===== config.mk =====
export PLATFORM = sky130hd
export DESIGN_NAME = amba_master_bridge_flat
export DESIGN_NICKNAME = d
export VERILOG_FILES = /design/src/rtl/amba_master_bridge_if.sv /design/src/rtl/amba_master_bridge.sv /design/src/flat_wrapper.sv
export SDC_FILE = /design/constraint.sdc
export NUM_CORES = 1
export LEC_CHECK = 0
export ABC_AREA = 1
export BUFFER_PORTS_ARGS = -buffer_cell sky130_fd_sc_hd__buf_2
export CELL_PAD_IN_SITES_DETAIL_PLACEMENT = 1
export CELL_PAD_IN_SITES_GLOBAL_PLACEMENT = 2
export CORE_MARGIN = 2
export CORE_UTILIZATION = 26
export CTS_CLUSTER_DIAMETER = 150
export CTS_CLUSTER_SIZE = 10
export DETAILED_ROUTE_END_ITERATION = 7
export PLACE_DENSITY = 0.76
export RECOVER_POWER = 100
export SYNTH_ARGS = -nofsm -noshare
export SYNTH_HDL_FRONTEND = slang
export SYNTH_SLANG_ARGS = --single-unit

===== constraint.sdc =====
create_clock -name clk -period 5.9 [get_ports clk]
set_input_delay 1.18 -clock clk [delete_from_list [all_inputs] [get_ports clk]]
set_output_delay 1.18 -clock clk [all_outputs]
set_load 0.1 [all_outputs]

===== src/rtl/amba_master_bridge_if.sv =====
// -----------------------------------------------------------------------------
// amba_master_bridge_if
// AXI-lite style AMBA channel bundle between the CPU-side master bridge and the
// memory / LED / SW slave.
//   master modport : drives AW*, W*, BREADY, AR*, RREADY; samples the rest
//   slave  modport : the mirror image
// Channel widths:
//   AWADDR/ARADDR ADDR_W, WDATA/RDATA DATA_W, WSTRB 4,
//   AWPROT 3, ARPROT 1, BRESP 1, RRESP 2
// -----------------------------------------------------------------------------
interface amba_master_bridge_if #(
    parameter int ADDR_W = 32,
    parameter int DATA_W = 32
);
    logic [ADDR_W-1:0] AWADDR;
    logic [2:0]        AWPROT;
    logic              AWVALID;
    logic              AWREADY;
    logic [DATA_W-1:0] WDATA;
    logic [3:0]        WSTRB;
    logic              WVALID;
    logic              WREADY;
    logic              BVALID;
    logic              BRESP;
    logic              BREADY;
    logic [ADDR_W-1:0] ARADDR;
    logic              ARPROT;
    logic              ARVALID;
    logic              ARREADY;
    logic              RVALID;
    logic [1:0]        RRESP;
    logic [DATA_W-1:0] RDATA;
    logic              RREADY;

    modport master (
        output AWADDR, AWPROT, AWVALID, input AWREADY,
        output WDATA, WSTRB, WVALID, input WREADY,
        input BVALID, BRESP, output BREADY,
        output ARADDR, ARPROT, ARVALID, input ARREADY,
        input RVALID, RRESP, RDATA, output RREADY
    );

    modport slave (
        input AWADDR, AWPROT, AWVALID, output AWREADY,
        input WDATA, WSTRB, WVALID, output WREADY,
        output BVALID, BRESP, input BREADY,
        input ARADDR, ARPROT, ARVALID, output ARREADY,
        output RVALID, RRESP, RDATA, input RREADY
    );
endinterface


===== src/rtl/amba_master_bridge.sv =====
// -----------------------------------------------------------------------------
// amba_master_bridge
// Converts a single-outstanding CPU load/store request into AXI-lite style
// AMBA read/write channel transactions, returning load data and a one-cycle
// completion pulse (with error flag) to the CPU.
//
// Ports:
//   clk, reset          : rising-edge clock, asynchronous active-high reset
//   req/we/addr/wdata/be: CPU request (sampled only while idle)
//   busy                : high while a bus transaction is in flight
//   done/err            : one-cycle completion pulse, err valid with done
//   rdata               : load data, held until the next read completes
//   bus                 : AMBA channel bundle (master modport)
//
// Optional feature (macro AMBA_TIMEOUT_EN): a watchdog aborts a transaction
// with done=1/err=1 after TIMEOUT_CYCLES cycles without handshake progress.
// Without the macro the bridge waits on the slave indefinitely.
// -----------------------------------------------------------------------------
module amba_master_bridge #(
    parameter int ADDR_W         = 32,
    parameter int DATA_W         = 32,
    parameter int TIMEOUT_CYCLES = 255
) (
    input  logic                 clk,
    input  logic                 reset,
    input  logic                 req,
    input  logic                 we,
    input  logic [ADDR_W-1:0]    addr,
    input  logic [DATA_W-1:0]    wdata,
    input  logic [3:0]           be,
    output logic                 busy,
    output logic                 done,
    output logic                 err,
    output logic [DATA_W-1:0]    rdata,
    amba_master_bridge_if.master bus
);

    localparam logic [2:0] ST_IDLE    = 3'd0;
    localparam logic [2:0] ST_WR_AW_W = 3'd1;
    localparam logic [2:0] ST_WR_B    = 3'd2;
    localparam logic [2:0] ST_RD_AR   = 3'd3;
    localparam logic [2:0] ST_RD_R    = 3'd4;

    logic [2:0]        state_r,   state_s;
    logic              awvalid_r, awvalid_s;
    logic              wvalid_r,  wvalid_s;
    logic              bready_r,  bready_s;
    logic              arvalid_r, arvalid_s;
    logic              rready_r,  rready_s;
    logic              done_r,    done_s;
    logic              err_r,     err_s;
    logic              busy_r;
    logic [ADDR_W-1:0] awaddr_r,  awaddr_s;
    logic [ADDR_W-1:0] araddr_r,  araddr_s;
    logic [DATA_W-1:0] wdata_r,   wdata_s;
    logic [DATA_W-1:0] rdata_r,   rdata_s;
    logic [3:0]        wstrb_r,   wstrb_s;
    logic              aw_hs_s, w_hs_s, b_hs_s, ar_hs_s, r_hs_s;
    logic              tmo_hit_s;

    // Channel handshakes as seen at the coming clock edge.
    always_comb begin
        aw_hs_s = awvalid_r & bus.AWREADY;
        w_hs_s  = wvalid_r  & bus.WREADY;
        b_hs_s  = bready_r  & bus.BVALID;
        ar_hs_s = arvalid_r & bus.ARREADY;
        r_hs_s  = rready_r  & bus.RVALID;
    end

`ifdef AMBA_TIMEOUT_EN
    localparam int TMO_W_RAW = $clog2(TIMEOUT_CYCLES + 1);
    localparam int TMO_W     = (TMO_W_RAW > 8) ? TMO_W_RAW : 8;
    localparam logic [TMO_W-1:0] TMO_LAST = TMO_W'(TIMEOUT_CYCLES - 1);

    logic [TMO_W-1:0] tmo_cnt_r;
    logic             progress_s;

    // Abort once the counter would reach TIMEOUT_CYCLES with no progress this cycle.
    always_comb begin
        progress_s = aw_hs_s | w_hs_s | b_hs_s | ar_hs_s | r_hs_s;
        tmo_hit_s  = (state_r != ST_IDLE) && !progress_s && (tmo_cnt_r == TMO_LAST);
    end

    // Watchdog: cleared on any state change or handshake, counts while busy.
    always_ff @(posedge clk or posedge reset) begin
        if (reset) begin
            tmo_cnt_r <= {TMO_W{1'b0}};
        end else if ((state_s != state_r) || progress_s) begin
            tmo_cnt_r <= {TMO_W{1'b0}};
        end else if (state_r != ST_IDLE) begin
            tmo_cnt_r <= tmo_cnt_r + TMO_W'(1);
        end else begin
            tmo_cnt_r <= tmo_cnt_r;
        end
    end
`else
    // No watchdog: the parameter is kept so both builds share one instantiation.
    if (TIMEOUT_CYCLES < 1) begin : g_timeout_unused
    end

    // Watchdog absent; the abort path is never taken.
    always_comb begin
        tmo_hit_s = 1'b0;
    end
`endif

    // Next-state and next-output logic for the transaction FSM.
    always_comb begin
        state_s   = state_r;
        awvalid_s = awvalid_r;
        wvalid_s  = wvalid_r;
        bready_s  = bready_r;
        arvalid_s = arvalid_r;
        rready_s  = rready_r;
        awaddr_s  = awaddr_r;
        araddr_s  = araddr_r;
        wdata_s   = wdata_r;
        wstrb_s   = wstrb_r;
        rdata_s   = rdata_r;
        done_s    = 1'b0;
        err_s     = 1'b0;

        if (tmo_hit_s) begin
            state_s   = ST_IDLE;
            awvalid_s = 1'b0;
            wvalid_s  = 1'b0;
            bready_s  = 1'b0;
            arvalid_s = 1'b0;
            rready_s  = 1'b0;
            done_s    = 1'b1;
            err_s     = 1'b1;
        end else begin
            case (state_r)
                ST_IDLE: begin
                    if (req) begin
                        if (!we) begin
                            araddr_s  = addr;
                            arvalid_s = 1'b1;
                            state_s   = ST_RD_AR;
                        end else if (be != 4'h0) begin
                            awaddr_s  = addr;
                            wdata_s   = wdata;
                            wstrb_s   = be;
                            awvalid_s = 1'b1;
                            wvalid_s  = 1'b1;
                            state_s   = ST_WR_AW_W;
                        end else begin
                            // Store with no enabled bytes completes without touching the bus.
                            done_s = 1'b1;
                        end
                    end else begin
                        state_s = ST_IDLE;
                    end
                end
                ST_WR_AW_W: begin
                    // AW and W retire independently, in any order or together.
                    awvalid_s = awvalid_r & ~aw_hs_s;
                    wvalid_s  = wvalid_r  & ~w_hs_s;
                    if (!awvalid_s && !wvalid_s) begin
                        bready_s = 1'b1;
                        state_s  = ST_WR_B;
                    end else begin
                        state_s = ST_WR_AW_W;
                    end
                end
                ST_WR_B: begin
                    if (b_hs_s) begin
                        bready_s = 1'b0;
                        done_s   = 1'b1;
                        err_s    = bus.BRESP;
                        state_s  = ST_IDLE;
                    end else begin
                        state_s = ST_WR_B;
                    end
                end
                ST_RD_AR: begin
                    if (ar_hs_s) begin
                        arvalid_s = 1'b0;
                        rready_s  = 1'b1;
                        state_s   = ST_RD_R;
                    end else begin
                        state_s = ST_RD_AR;
                    end
                end
                ST_RD_R: begin
                    if (r_hs_s) begin
                        // Data is captured even on an error response.
                        rdata_s  = bus.RDATA;
                        rready_s = 1'b0;
                        done_s   = 1'b1;
                        err_s    = |bus.RRESP;
                        state_s  = ST_IDLE;
                    end else begin
                        state_s = ST_RD_R;
                    end
                end
                default: begin
                    state_s   = ST_IDLE;
                    awvalid_s = 1'b0;
                    wvalid_s  = 1'b0;
                    bready_s  = 1'b0;
                    arvalid_s = 1'b0;
                    rready_s  = 1'b0;
                end
            endcase
        end
    end

    // State and output registers; reset drops every strobe immediately.
    always_ff @(posedge clk or posedge reset) begin
        if (reset) begin
            state_r   <= ST_IDLE;
            awvalid_r <= 1'b0;
            wvalid_r  <= 1'b0;
            bready_r  <= 1'b0;
            arvalid_r <= 1'b0;
            rready_r  <= 1'b0;
            done_r    <= 1'b0;
            err_r     <= 1'b0;
            busy_r    <= 1'b0;
            awaddr_r  <= {ADDR_W{1'b0}};
            araddr_r  <= {ADDR_W{1'b0}};
            wdata_r   <= {DATA_W{1'b0}};
            wstrb_r   <= 4'h0;
            rdata_r   <= {DATA_W{1'b0}};
        end else begin
            state_r   <= state_s;
            awvalid_r <= awvalid_s;
            wvalid_r  <= wvalid_s;
            bready_r  <= bready_s;
            arvalid_r <= arvalid_s;
            rready_r  <= rready_s;
            done_r    <= done_s;
            err_r     <= err_s;
            busy_r    <= (state_s != ST_IDLE);
            awaddr_r  <= awaddr_s;
            araddr_r  <= araddr_s;
            wdata_r   <= wdata_s;
            wstrb_r   <= wstrb_s;
            rdata_r   <= rdata_s;
        end
    end

    assign busy        = busy_r;
    assign done        = done_r;
    assign err         = err_r;
    assign rdata       = rdata_r;
    assign bus.AWADDR  = awaddr_r;
    assign bus.AWPROT  = 3'b000;
    assign bus.AWVALID = awvalid_r;
    assign bus.WDATA   = wdata_r;
    assign bus.WSTRB   = wstrb_r;
    assign bus.WVALID  = wvalid_r;
    assign bus.BREADY  = bready_r;
    assign bus.ARADDR  = araddr_r;
    assign bus.ARPROT  = 1'b0;
    assign bus.ARVALID = arvalid_r;
    assign bus.RREADY  = rready_r;

endmodule


===== src/flat_wrapper.sv =====
// flat-port wrapper written by rule: the top's interface ports become plain ports
module amba_master_bridge_flat 
#(
    parameter int ADDR_W         = 32,
    parameter int DATA_W         = 32,
    parameter int TIMEOUT_CYCLES = 255
)
  (clk, reset, req, we, addr, wdata, be, busy, done, err, rdata, bus_AWADDR, bus_AWPROT, bus_AWVALID, bus_AWREADY, bus_WDATA, bus_WSTRB, bus_WVALID, bus_WREADY, bus_BVALID, bus_BRESP, bus_BREADY, bus_ARADDR, bus_ARPROT, bus_ARVALID, bus_ARREADY, bus_RVALID, bus_RRESP, bus_RDATA, bus_RREADY);
  amba_master_bridge_if #(.ADDR_W(ADDR_W), .DATA_W(DATA_W)) bus_i ();
  input  logic clk;
  input  logic reset;
  input  logic req;
  input  logic we;
  input  logic [ADDR_W-1:0] addr;
  input  logic [DATA_W-1:0] wdata;
  input  logic [3:0] be;
  output logic busy;
  output logic done;
  output logic err;
  output logic [DATA_W-1:0] rdata;
  output wire logic [$bits(bus_i.AWADDR)-1:0] bus_AWADDR;
  output wire logic [$bits(bus_i.AWPROT)-1:0] bus_AWPROT;
  output wire logic [$bits(bus_i.AWVALID)-1:0] bus_AWVALID;
  input wire logic [$bits(bus_i.AWREADY)-1:0] bus_AWREADY;
  output wire logic [$bits(bus_i.WDATA)-1:0] bus_WDATA;
  output wire logic [$bits(bus_i.WSTRB)-1:0] bus_WSTRB;
  output wire logic [$bits(bus_i.WVALID)-1:0] bus_WVALID;
  input wire logic [$bits(bus_i.WREADY)-1:0] bus_WREADY;
  input wire logic [$bits(bus_i.BVALID)-1:0] bus_BVALID;
  input wire logic [$bits(bus_i.BRESP)-1:0] bus_BRESP;
  output wire logic [$bits(bus_i.BREADY)-1:0] bus_BREADY;
  output wire logic [$bits(bus_i.ARADDR)-1:0] bus_ARADDR;
  output wire logic [$bits(bus_i.ARPROT)-1:0] bus_ARPROT;
  output wire logic [$bits(bus_i.ARVALID)-1:0] bus_ARVALID;
  input wire logic [$bits(bus_i.ARREADY)-1:0] bus_ARREADY;
  input wire logic [$bits(bus_i.RVALID)-1:0] bus_RVALID;
  input wire logic [$bits(bus_i.RRESP)-1:0] bus_RRESP;
  input wire logic [$bits(bus_i.RDATA)-1:0] bus_RDATA;
  output wire logic [$bits(bus_i.RREADY)-1:0] bus_RREADY;
  assign bus_AWADDR = bus_i.AWADDR;
  assign bus_AWPROT = bus_i.AWPROT;
  assign bus_AWVALID = bus_i.AWVALID;
  assign bus_i.AWREADY = bus_AWREADY;
  assign bus_WDATA = bus_i.WDATA;
  assign bus_WSTRB = bus_i.WSTRB;
  assign bus_WVALID = bus_i.WVALID;
  assign bus_i.WREADY = bus_WREADY;
  assign bus_i.BVALID = bus_BVALID;
  assign bus_i.BRESP = bus_BRESP;
  assign bus_BREADY = bus_i.BREADY;
  assign bus_ARADDR = bus_i.ARADDR;
  assign bus_ARPROT = bus_i.ARPROT;
  assign bus_ARVALID = bus_i.ARVALID;
  assign bus_i.ARREADY = bus_ARREADY;
  assign bus_i.RVALID = bus_RVALID;
  assign bus_i.RRESP = bus_RRESP;
  assign bus_i.RDATA = bus_RDATA;
  assign bus_RREADY = bus_i.RREADY;
  amba_master_bridge #(.ADDR_W(ADDR_W), .DATA_W(DATA_W), .TIMEOUT_CYCLES(TIMEOUT_CYCLES)) u_core (.clk(clk), .reset(reset), .req(req), .we(we), .addr(addr), .wdata(wdata), .be(be), .busy(busy), .done(done), .err(err), .rdata(rdata), .bus(bus_i));
endmodule

==> results of run 1 <==
-- metal layers --
metal  routed length [um]  share of wire  GRT usage
met1                 7296           0.44     0.1830
met2                 7508           0.45     0.2329
met3                 1542          0.093    0.06826
met4                  177          0.011    0.04005
met5                   11        0.00067          0
-- through the flow --
step,setup WS (ps),instances
after floorplan,882.1,629
after global placement,2812,1132
after detailed placement,2687,1132
after CTS,3153,1162
after global routing,1625,1162
final,2114,1162
-- synth_stat cells --
master	number
nand2_1	165
dfrtp_1	143
inv_1	113
o21ai_0	74
o21ai_1	60
nor2_1	16
nand3_1	13
clkbuf_1	12
buf_6	9
buf_2	6
buf_4	5
inv_2	2
nand3_2	2
conb_1	1
nand3_4	1
nand4_1	1
nor2_4	1
o211ai_1	1
o22ai_1	1
-- final timing paths --
check	end	depth (start not counted)
setup / recovery	u_core.bus.AWADDR[7]$_DFFE_PP0P_	7
max in group asynchronous	u_core.bus.AWADDR[22]$_DFFE_PP0P_	3
hold reg to reg	u_core.bus.ARADDR[17]$_DFFE_PP0P_	2
min in group asynchronous	u_core.rdata[28]$_DFFE_PP0P_	2
setup reg to reg	u_core.bus.AWADDR[7]$_DFFE_PP0P_	7
hold / removal	u_core.bus.ARADDR[17]$_DFFE_PP0P_	2
-- cell usage in the layout (no fill, tap or decap) --
cell,Yosys,layout
dfrtp_1,143,143
inv_1,113,114
buf_4,5,2
clkbuf_1,12,149
bufinv_16,0,2
clkinvlp_4,0,1
inv_6,0,4
nor2_1,16,17
o22ai_1,1,1
nand2_1,165,165
conb_1,1,4
nand4_1,1,1
clkbuf_8,0,1
o21ai_0,74,128
nand3_1,13,16
clkinv_4,0,4
clkbuf_16,0,17
clkinv_2,0,1
buf_2,6,105
o211ai_1,1,1
o21ai_1,60,6
-- flip-flops by register name, summed over array words and instances, names as in the netlist --
signal and flops:
u_core.bus.ARADDR 32, u_core.bus.ARVALID 1, u_core.bus.AWADDR 32, u_core.bus.AWVALID 1, u_core.bus.BREADY 1, u_core.bus.RREADY 1
u_core.bus.WDATA 32, u_core.bus.WSTRB 4, u_core.bus.WVALID 1, u_core.busy 1, u_core.done 1, u_core.err 1
u_core.rdata 32, u_core.state_r 3
-- worst register-to-register path: cells and delay by family (launching register included) --
kind,cells,cell delay [ps]
AND/OR/NAND/NOR,4,2030
buffers and inverters,2,990
flip-flops,1,440
AO/OA/AOI/OAI,1,100
-- area by class of cell --
cell class	instances	area, um^2
clock buffers	19	442.9
clock inverters	11	133.9
fillers	2702	14180
inverters	115	436.7
multi-input cells	339	1469
flip-flops and latches	143	3578
well taps	280	350.3
repair buffers	255	1096
-- kinds of logic after synthesis --
kind of cell | count (synthesis) | synth area share
DFF | 143 | 0.6265
and+or+nand+nor | 199 | 0.1400
other | 1 | 0.0006565
AOI/OAI and AO/OA | 136 | 0.1198
buffers and inverters | 147 | 0.1130
==> results by group, run 1 <==
Clocking
  – Post_cts resized: 0
  – Worst-skew pair later-pin latency: 410 ps
  – Setup bufs post-CTS: 0
  – Root Driver: clkbuf_16
  – Cts bufs inserted: 17
  – CTS clk-pin slew, worst paths: 60 ps
  – CTS H-tree depth: 4
  – Clock sinks: 143
  – Clock Path Buffers: 2
  – Hold-fix buffers, CTS: 0
  – TritonCTS clock tree: built

GRT
  – GRT Resource Usage Total: 0.1476
  – Remaining Overflow, GRT: 0
  – Vias in the first global route: 5,182
  – Largest net degree at the start of global routing: 99
  – First-pass GRT wire length: 27.40 mm
  – Antenna violations before repair: 1

Timing
  – Total negative setup slack: 0 ps
  – Period utilization: 0.6418
  – Clock Skew: 10.13 ps
  – RSZ-0062 raised after global routing: false
  – Pin slew with the least headroom to its limit: 2471 ps
  – Setup violations, final: 0
  – Slew headroom: -0.6470
  – Fmax: 264.1 MHz
  – Crit path time final: 3786 ps
  – Final hold viol count: 0
  – Slew Viols, Final: 179
  – Hold_ws: 482.0 ps

Setup path
  – Critical Path Slowest Stage Cell: nand3_1
  – CP Buf/Inv Count: 3
  – Worst Setup End Kind: flop
  – Worst setup SP type: primary input
  – Critical Path Source: req
  – Worst reg2reg path startpoint: u_core.state_r[0]$_DFF_PP0_
  – Req. time, crit path: 6150 ps
  – Cells along the critical path: clkbuf_1 > nand3_1 > inv_1 > nand3_1 > buf_4 > nand2_1 > o21ai_0
  – Top delay family on crit path: simple AND/OR/NAND/NOR gates
  – CP dominant cell by count: nand3_1
  – WP data arrival: 4040 ps
  – Reg2Reg Setup Slack: 2170 ps
  – Critical path peak fanout: 75
  – Crit path largest cell delay: 1350 ps
  – WS Path Type: primary input to flop

Floorplan
  – Die area: 23,170 um^2
  – # rows: 54
  – Die extent in x: 152.2 um
  – Core Region: 21,690 um^2
  – Die Y: 152.2 um
  – Starting density of the core: 0.2634
  – Boundary Pins: 256

Route
  – WL/cell: 14.23 um
  – Drc violations: 0
  – Post-route antenna net violation count: 0
  – DRT Pass-1 Iters: 4
  – DRT iter0 DRCs: 161
  – Via density: 4.174
  – Vias: 4,850
  – Final Routed Wirelength: 16.54 mm

Placement
  – Placement Cell Area: 7151 um^2
  – I/O Buffers: 251
  – Dpl hpwl: 11.93 mm
  – RePlAce Congestion: 0.7423

Finish
  – Post-Layout Inst Area: 7507 um^2
  – Area grow syn2layout: 31.43%
  – NumNets Final: 983
  – Number of diodes: 0
  – Final Util: 0.3461
  – Layout cells sized above 1: 0.1553

Status
  – Failing checks: max-capacitance violations, max-slew violations
  – Status: finished with violations

Logic synthesis
  – Yosys Warn Count: 0
  – Flops & latches, synth: 143
  – Synth unique cells: 19
  – Synthesized area: 5712 um^2
  – Cells after Synth: 626
  – Top cells by area, synth: dfrtp_1, nand2_1, inv_1
  – Post-synthesis sequential area ratio: 0.6265
  – Post-synth top area share: 0.6265
  – Area leader, netlist: dfrtp_1
  – Mapped Avg Cell Area: 9.124 um^2

Min path
  – Hold WC Path Type: flop to flop
  – Hold wc startpoint: u_core.bus.ARADDR[17]$_DFFE_PP0P_

Run
  – Max-Cap Viols: 3
Power of run 1 is left out: the tool's default activity adds up to more than one toggle a clock period on the data nets, which glitch-free logic cannot reach.
==> inputs of run 2 (changes only) <==
==> constraint.sdc (replaced) <==
create_clock -name clk -period 3.8 [get_ports clk]
set_input_delay 0.76 -clock clk [delete_from_list [all_inputs] [get_ports clk]]
set_output_delay 0.76 -clock clk [all_outputs]
set_load 0.1 [all_outputs]
==> run 2 against run 1 <==
The run still ends with max-capacitance violations, max-slew violations left. Critical path depth is the same. Via count fell by 0.56%. Non-clock buffer count is 1 higher. Register-to-register slack got worse by 890 ps. Cell count up 0.34%.
==> results by group, run 2 (same netlist as run 1, synthesis figures left out) <==
Floorplan
  – # rows: 54 (unchanged)
  – Die Y: 152.2 um (unchanged)
  – Core Region: 21,690 um^2 (unchanged)
  – Boundary Pins: 256 (unchanged)
  – Die area: 23,170 um^2 (unchanged)
  – Starting density of the core: 0.2634 (unchanged)
  – Die extent in x: 152.2 um (unchanged)

Route
  – Post-route antenna net violation count: 0 (unchanged)
  – Drc violations: 0 (unchanged)
  – Via density: 4.136 (was 4.174)
  – DRT Pass-1 Iters: 4 (unchanged)
  – DRT iter0 DRCs: 179 (was 161)
  – Vias: 4,823 (was 4,850)
  – Final Routed Wirelength: 16.16 mm (was 16.54 mm)
  – WL/cell: 13.86 um (was 14.23 um)

Setup path
  – WP data arrival: 2800 ps (was 4040 ps)
  – Worst Setup End Kind: flop (unchanged)
  – R2R Path End: u_core.bus.WDATA[11]$_DFFE_PP0P_ (was u_core.bus.AWADDR[7]$_DFFE_PP0P_)
  – WS Path Type: flop to flop (was primary input to flop)
  – Reg2Reg Setup Slack: 1280 ps (was 2170 ps)
  – Worst setup SP type: flop (was primary input)
  – Worst reg2reg path startpoint: u_core.state_r[1]$_DFF_PP0_ (was u_core.state_r[0]$_DFF_PP0_)
  – Critical path peak fanout: 85 (was 75)
  – Req. time, crit path: 4080 ps (was 6150 ps)
  – Worst reg-to-reg path cell count: 7 (unchanged)

Timing
  – Final hold viol count: 0 (unchanged)
  – Fmax: 396.3 MHz
  – Clock Skew: 8.383 ps (was 10.13 ps)
  – Pin slew with the least headroom to its limit: 2103 ps (was 2471 ps)
  – Total negative setup slack: 0 ps (unchanged)
  – Setup violations, final: 0 (unchanged)
  – Slew headroom: -0.4020 (was -0.6470)
  – Crit path time final: 2523 ps
  – Slew Viols, Final: 84 (was 179)
  – Period utilization: 0.6640
  – RSZ-0062 raised after global routing: false (unchanged)

Run
  – Max-Cap Viols: 1 (was 3)

GRT
  – Antenna violations before repair: 1 (unchanged)
  – GRT Resource Usage Total: 0.1432 (was 0.1476)
  – Remaining Overflow, GRT: 0 (unchanged)
  – Largest net degree at the start of global routing: 86 (was 99)
  – First-pass GRT wire length: 26.61 mm (was 27.40 mm)
  – Vias in the first global route: 5,027 (was 5,182)

Clocking
  – Post_cts resized: 0 (unchanged)
  – Setup bufs post-CTS: 0 (unchanged)
  – Clock sinks: 143 (unchanged)
  – Root Driver: clkbuf_16 (unchanged)
  – CTS clk-pin slew, worst paths: 60 ps (about the same)
  – Cts bufs inserted: 17 (unchanged)
  – TritonCTS clock tree: built (unchanged)
  – Hold-fix buffers, CTS: 0 (unchanged)
  – Clock Path Buffers: 2 (unchanged)
  – Worst-skew pair later-pin latency: 410 ps (about the same)
  – CTS H-tree depth: 4 (unchanged)

Min path
  – Hold WC Path Type: primary input to async pin (was flop to flop)

Finish
  – NumNets Final: 984 (was 983)
  – Most frequent cells in the layout: nand2_1, dfrtp_1, clkbuf_1 (was nand2_1, clkbuf_1, dfrtp_1)
  – Layout cells sized above 1: 0.1695 (was 0.1553)
  – Layout fillers: 2,676 (was 2,702)
  – Area grow syn2layout: 32.79% (was 31.43%)
  – Commonest non-fill, non-tap cell in the layout: nand2_1 (unchanged)

Status
  – Failing checks: max-capacitance violations, max-slew violations (unchanged)
  – Status: finished with violations (unchanged)

Placement
  – RePlAce Congestion: 0.7217 (was 0.7423)
  – I/O Buffers: 251 (unchanged)
  – Dpl hpwl: 11.80 mm (was 11.93 mm)
[run 2: per-stage QoR]
stage               instance area [um^2]  worst slack [ps]  hold WS (ps)    util  cells
floorplan                           5727              1249         600.2       -    629
global placement                    7194              1317         460.7  0.3317   1133
detailed placement                  7194              1243         470.1  0.3317   1133
CTS                                 7789              1479         471.5  0.3591   1165
global route                        7582             874.3         492.3  0.3496   1165
finish                              7585              1277         467.7  0.3497   1166
[run 2: layout make-up]
class | instances | area [um^2] | share of cell area
inverters | 115 | 432.9 | 0.05708
diodes | 1 | 2.502 | 0.0003299
clock buffers | 19 | 442.9 | 0.05840
multi-input cells | 339 | 1491 | 0.1966
well taps | 280 | 350.3 | 0.04619
repair buffers | 256 | 1135 | 0.1496
clock inverters | 13 | 151.4 | 0.01996
flip-flops and latches | 143 | 3578 | 0.4718
[run 2: worst max-delay path by stage]
stage | start | end | slack [ps] | cells after the start
after global routing | reset | u_core.bus.AWADDR[3]$_DFFE_PP0P_ | 870 | 3
after CTS | u_core.state_r[1]$_DFF_PP0_ | u_core.bus.WDATA[11]$_DFFE_PP0P_ | 1480 | 7
after detailed placement | be[3] | u_core.bus.WDATA[26]$_DFFE_PP0P_ | 1240 | 7
after global placement | req | u_core.bus.WSTRB[3]$_DFFE_PP0P_ | 1320 | 7
final | u_core.state_r[1]$_DFF_PP0_ | u_core.bus.WDATA[11]$_DFFE_PP0P_ | 1280 | 7
after floorplan | reset | u_core.bus.ARADDR[0]$_DFFE_PP0P_ | 1250 | 1
[run 2: critical path, cell delays in order (launching register included)]
cell	delay, ps
dfrtp_1	420
nor2_1	410
nand3_2	120
inv_1	130
nand3_4	610
buf_12	460
nand2_1	80
o21ai_0	80
[run 2: per-layer routing]
| layer | vias to the layer above | GRT usage | share of wire |
|---|---|---|---|
| met1 | 2234 | 0.1860 | 0.45 |
| met3 | 9 | 0.06257 | 0.093 |
| met5 | - | 0 | 0 |
| met2 | 174 | 0.2194 | 0.45 |
| li1 | 2406 | - | - |
| met4 | 0 | 0.03738 | 0.0067 |
Power of run 2 is left out for the same reason.
==> inputs of run 3 (changes only) <==
--- a/config.mk
+++ b/config.mk
@@ -10,11 +10,11 @@
 export CELL_PAD_IN_SITES_DETAIL_PLACEMENT = 1
 export CELL_PAD_IN_SITES_GLOBAL_PLACEMENT = 2
 export CORE_MARGIN = 2
-export CORE_UTILIZATION = 26
+export CORE_UTILIZATION = 24
 export CTS_CLUSTER_DIAMETER = 150
 export CTS_CLUSTER_SIZE = 10
 export DETAILED_ROUTE_END_ITERATION = 7
-export PLACE_DENSITY = 0.76
+export PLACE_DENSITY = 0.74
 export RECOVER_POWER = 100
 export SYNTH_ARGS = -nofsm -noshare
 export SYNTH_HDL_FRONTEND = slang
==> constraint.sdc (replaced) <==
create_clock -name clk -period 2.2 [get_ports clk]
set_input_delay 0.44 -clock clk [delete_from_list [all_inputs] [get_ports clk]]
set_output_delay 0.44 -clock clk [all_outputs]
set_load 0.1 [all_outputs]
==> run 3 against run 2 <==
The flow now finishes without violations. Critical endpoint is now bus_ARVALID. Critical path type is now flop to output port. Cell count rose by 3.4%. Worst hold slack got worse by 210 ps. Non-clock buffer count rose by 2.
==> results by group, run 3 (same netlist as run 1, synthesis figures left out) <==
Clocking
  – Worst-skew pair later-pin latency: 420 ps (was 410 ps)
  – Post_cts resized: 0 (unchanged)
  – Root Driver: clkbuf_16 (unchanged)
  – Clock Path Buffers: 2 (unchanged)
  – Cts bufs inserted: 17 (unchanged)
  – TritonCTS clock tree: built (unchanged)
  – Clock sinks: 143 (unchanged)
  – CTS H-tree depth: 4 (unchanged)
  – CTS clk-pin slew, worst paths: 60 ps (about the same)

GRT
  – GRT busiest layer: met2 (unchanged)
  – Largest net degree at the start of global routing: 77 (was 86)
  – M2 GR Usage: 0.2195 (was 0.2194)
  – First-pass GRT wire length: 26.12 mm (was 26.61 mm)
  – Vias in the first global route: 5,033 (was 5,027)
  – GRT met1 Usage: 0.1570 (was 0.1860)
  – Remaining Overflow, GRT: 0 (unchanged)
  – Antenna violations before repair: 1 (unchanged)
  – Global Route met3 Usage: 0.06124 (was 0.06257)
  – GRT Resource Usage Total: 0.1335 (was 0.1432)

Route
  – WL/cell: 13.44 um (was 13.86 um)
  – DRT Pass-1 Iters: 4 (unchanged)
  – Via density: 4.008 (was 4.136)
  – Drc violations: 0 (unchanged)
  – Post-route antenna net violation count: 0 (unchanged)
  – Final Routed Wirelength: 16.21 mm (was 16.16 mm)
  – Vias: 4,834 (was 4,823)
  – DRT iter0 DRCs: 145 (was 179)

Floorplan
  – Die Y: 158.3 um (was 152.2 um)
  – Boundary Pins: 256 (unchanged)
  – Die area: 25,050 um^2 (was 23,170 um^2)
  – Starting density of the core: 0.2441 (was 0.2634)
  – Core Region: 23,400 um^2 (was 21,690 um^2)
  – Die extent in x: 158.3 um (was 152.2 um)
  – # rows: 56 (was 54)

Placement
  – RePlAce Congestion: 0.7127 (was 0.7217)
  – Pre-CTS worst setup slack: 539.6 ps (was 1243 ps)
  – I/O Buffers: 251 (unchanged)
  – Dpl hpwl: 11.97 mm (was 11.80 mm)

Setup path
  – WS Path Type: flop to output port (was flop to flop)
  – Crit path largest cell delay: 500 ps (was 610 ps)
  – Critical path peak fanout: 4 (was 85)
  – Cells along the critical path: clkbuf_2 (was nor2_1 > nand3_2 > inv_1 > nand3_4 > buf_12 > nand2_1 > o21ai_0)
  – WP data arrival: 1340 ps (was 2800 ps)
  – Critical Path Slowest Stage Cell: clkbuf_2 (was nand3_4)
  – Top delay family on crit path: buffers and inverters (was simple AND/OR/NAND/NOR gates)
  – Req. time, crit path: 1760 ps (was 4080 ps)
  – Worst setup SP type: flop (unchanged)
  – CP Buf/Inv Count: 1 (was 2)
  – Worst Setup End Kind: output port (was flop)

Finish
  – NumNets Final: 986 (was 984)
  – Area grow syn2layout: 37.20% (was 32.79%)
  – Layout cells sized above 1: 0.3315 (was 0.1695)
  – Final Util: 0.3348 (was 0.3497)
  – Number of diodes: 0 (was 1)
  – Commonest non-fill, non-tap cell in the layout: nand2_1 (unchanged)
  – Most frequent cells in the layout: nand2_1, dfrtp_1, clkbuf_2 (was nand2_1, dfrtp_1, clkbuf_1)
  – Layout fillers: 2,831 (was 2,676)

Timing
  – Pin slew with the least headroom to its limit: 1081 ps (was 2103 ps)
  – Hold_ws: 255.0 ps (was 467.7 ps)
  – Total negative setup slack: 0 ps (unchanged)
  – Fmax: 563.0 MHz
  – PnR worst setup slack: 423.8 ps (was 1277 ps)
  – Period utilization: 0.8074
  – Slew Viols, Final: 0 (was 84)
  – Slew headroom: 0.2796 (was -0.4020)
  – Crit path time final: 1776 ps
  – Clock Skew: 11.46 ps (was 8.383 ps)
  – Setup violations, final: 0 (unchanged)
  – RSZ-0062 raised after global routing: false (unchanged)
  – Final hold viol count: 0 (unchanged)

Min path
  – Hold WC Path Type: primary input to flop (was primary input to async pin)

Status
  – Status: completed (was finished with violations)

Run
  – Max-Cap Viols: 0 (was 1)
run 3: changes by cell type in the layout (fill, tap and decap cells not counted), moves of 2 or more:
cell        delta
clkbuf_2     +137
clkinv_4       -2
clkbuf_4       +4
clkbuf_1     -142
clkinvlp_4     +2
run 3: through the flow:
stage	cell area, um^2	std cells
after floorplan	5727	629
after global placement	7288	1173
after detailed placement	7288	1173
after CTS	7894	1206
after global routing	7836	1206
final	7836	1206
run 3: metal layers:
metal  vias to the layer above  share of wire
li1                       2405              -
met1                      2238           0.41
met2                       175           0.46
met3                        14           0.11
met4                         2          0.010
met5                         -        0.00080
run 3: worst paths after layout:
path / slack [ps] / to / startpoint / depth (start not counted)
min: 260 / u_core.bus.WDATA[20]$_DFFE_PP0P_ / wdata[20] / 3
max in group asynchronous: 470 / u_core.bus.ARADDR[19]$_DFFE_PP0P_ / reset / 4
min in group asynchronous: 440 / u_core.bus.WDATA[23]$_DFFE_PP0P_ / reset / 3
min reg2reg: 480 / u_core.bus.AWADDR[15]$_DFFE_PP0P_ / u_core.bus.AWADDR[15]$_DFFE_PP0P_ / 2
max: 420 / bus_ARVALID / u_core.bus.ARVALID$_DFFE_PP0P_ / 1
max reg2reg: 430 / u_core.bus.WDATA[18]$_DFFE_PP0P_ / u_core.state_r[1]$_DFF_PP0_ / 6
run 3: timing repair:
item,in CTS,in global routing
hold endpoints to repair,1,0
setup buffers,0,0
hold buffers,1,0
run 3: layout make-up:
class                      instances  area (um^2)  area share
clock buffer                      18        439.2     0.05604
timing repair buffer             258         1336      0.1705
tap                              319        399.1     0.05093
multi-input combinational        339         1494      0.1906
sequential                       143         3578      0.4566
inverter                         115        432.9     0.05525
clock inverter                    14        156.4     0.01996
run 3: worst reg2reg max path, delay by kind of cell (launching register included):
family                 cells  cell delay, ps
and+or+nand+nor            3             390
DFF                        1             430
AOI/OAI and AO/OA          1             340
buffers and inverters      2             500
Power of run 3 is left out for the same reason.
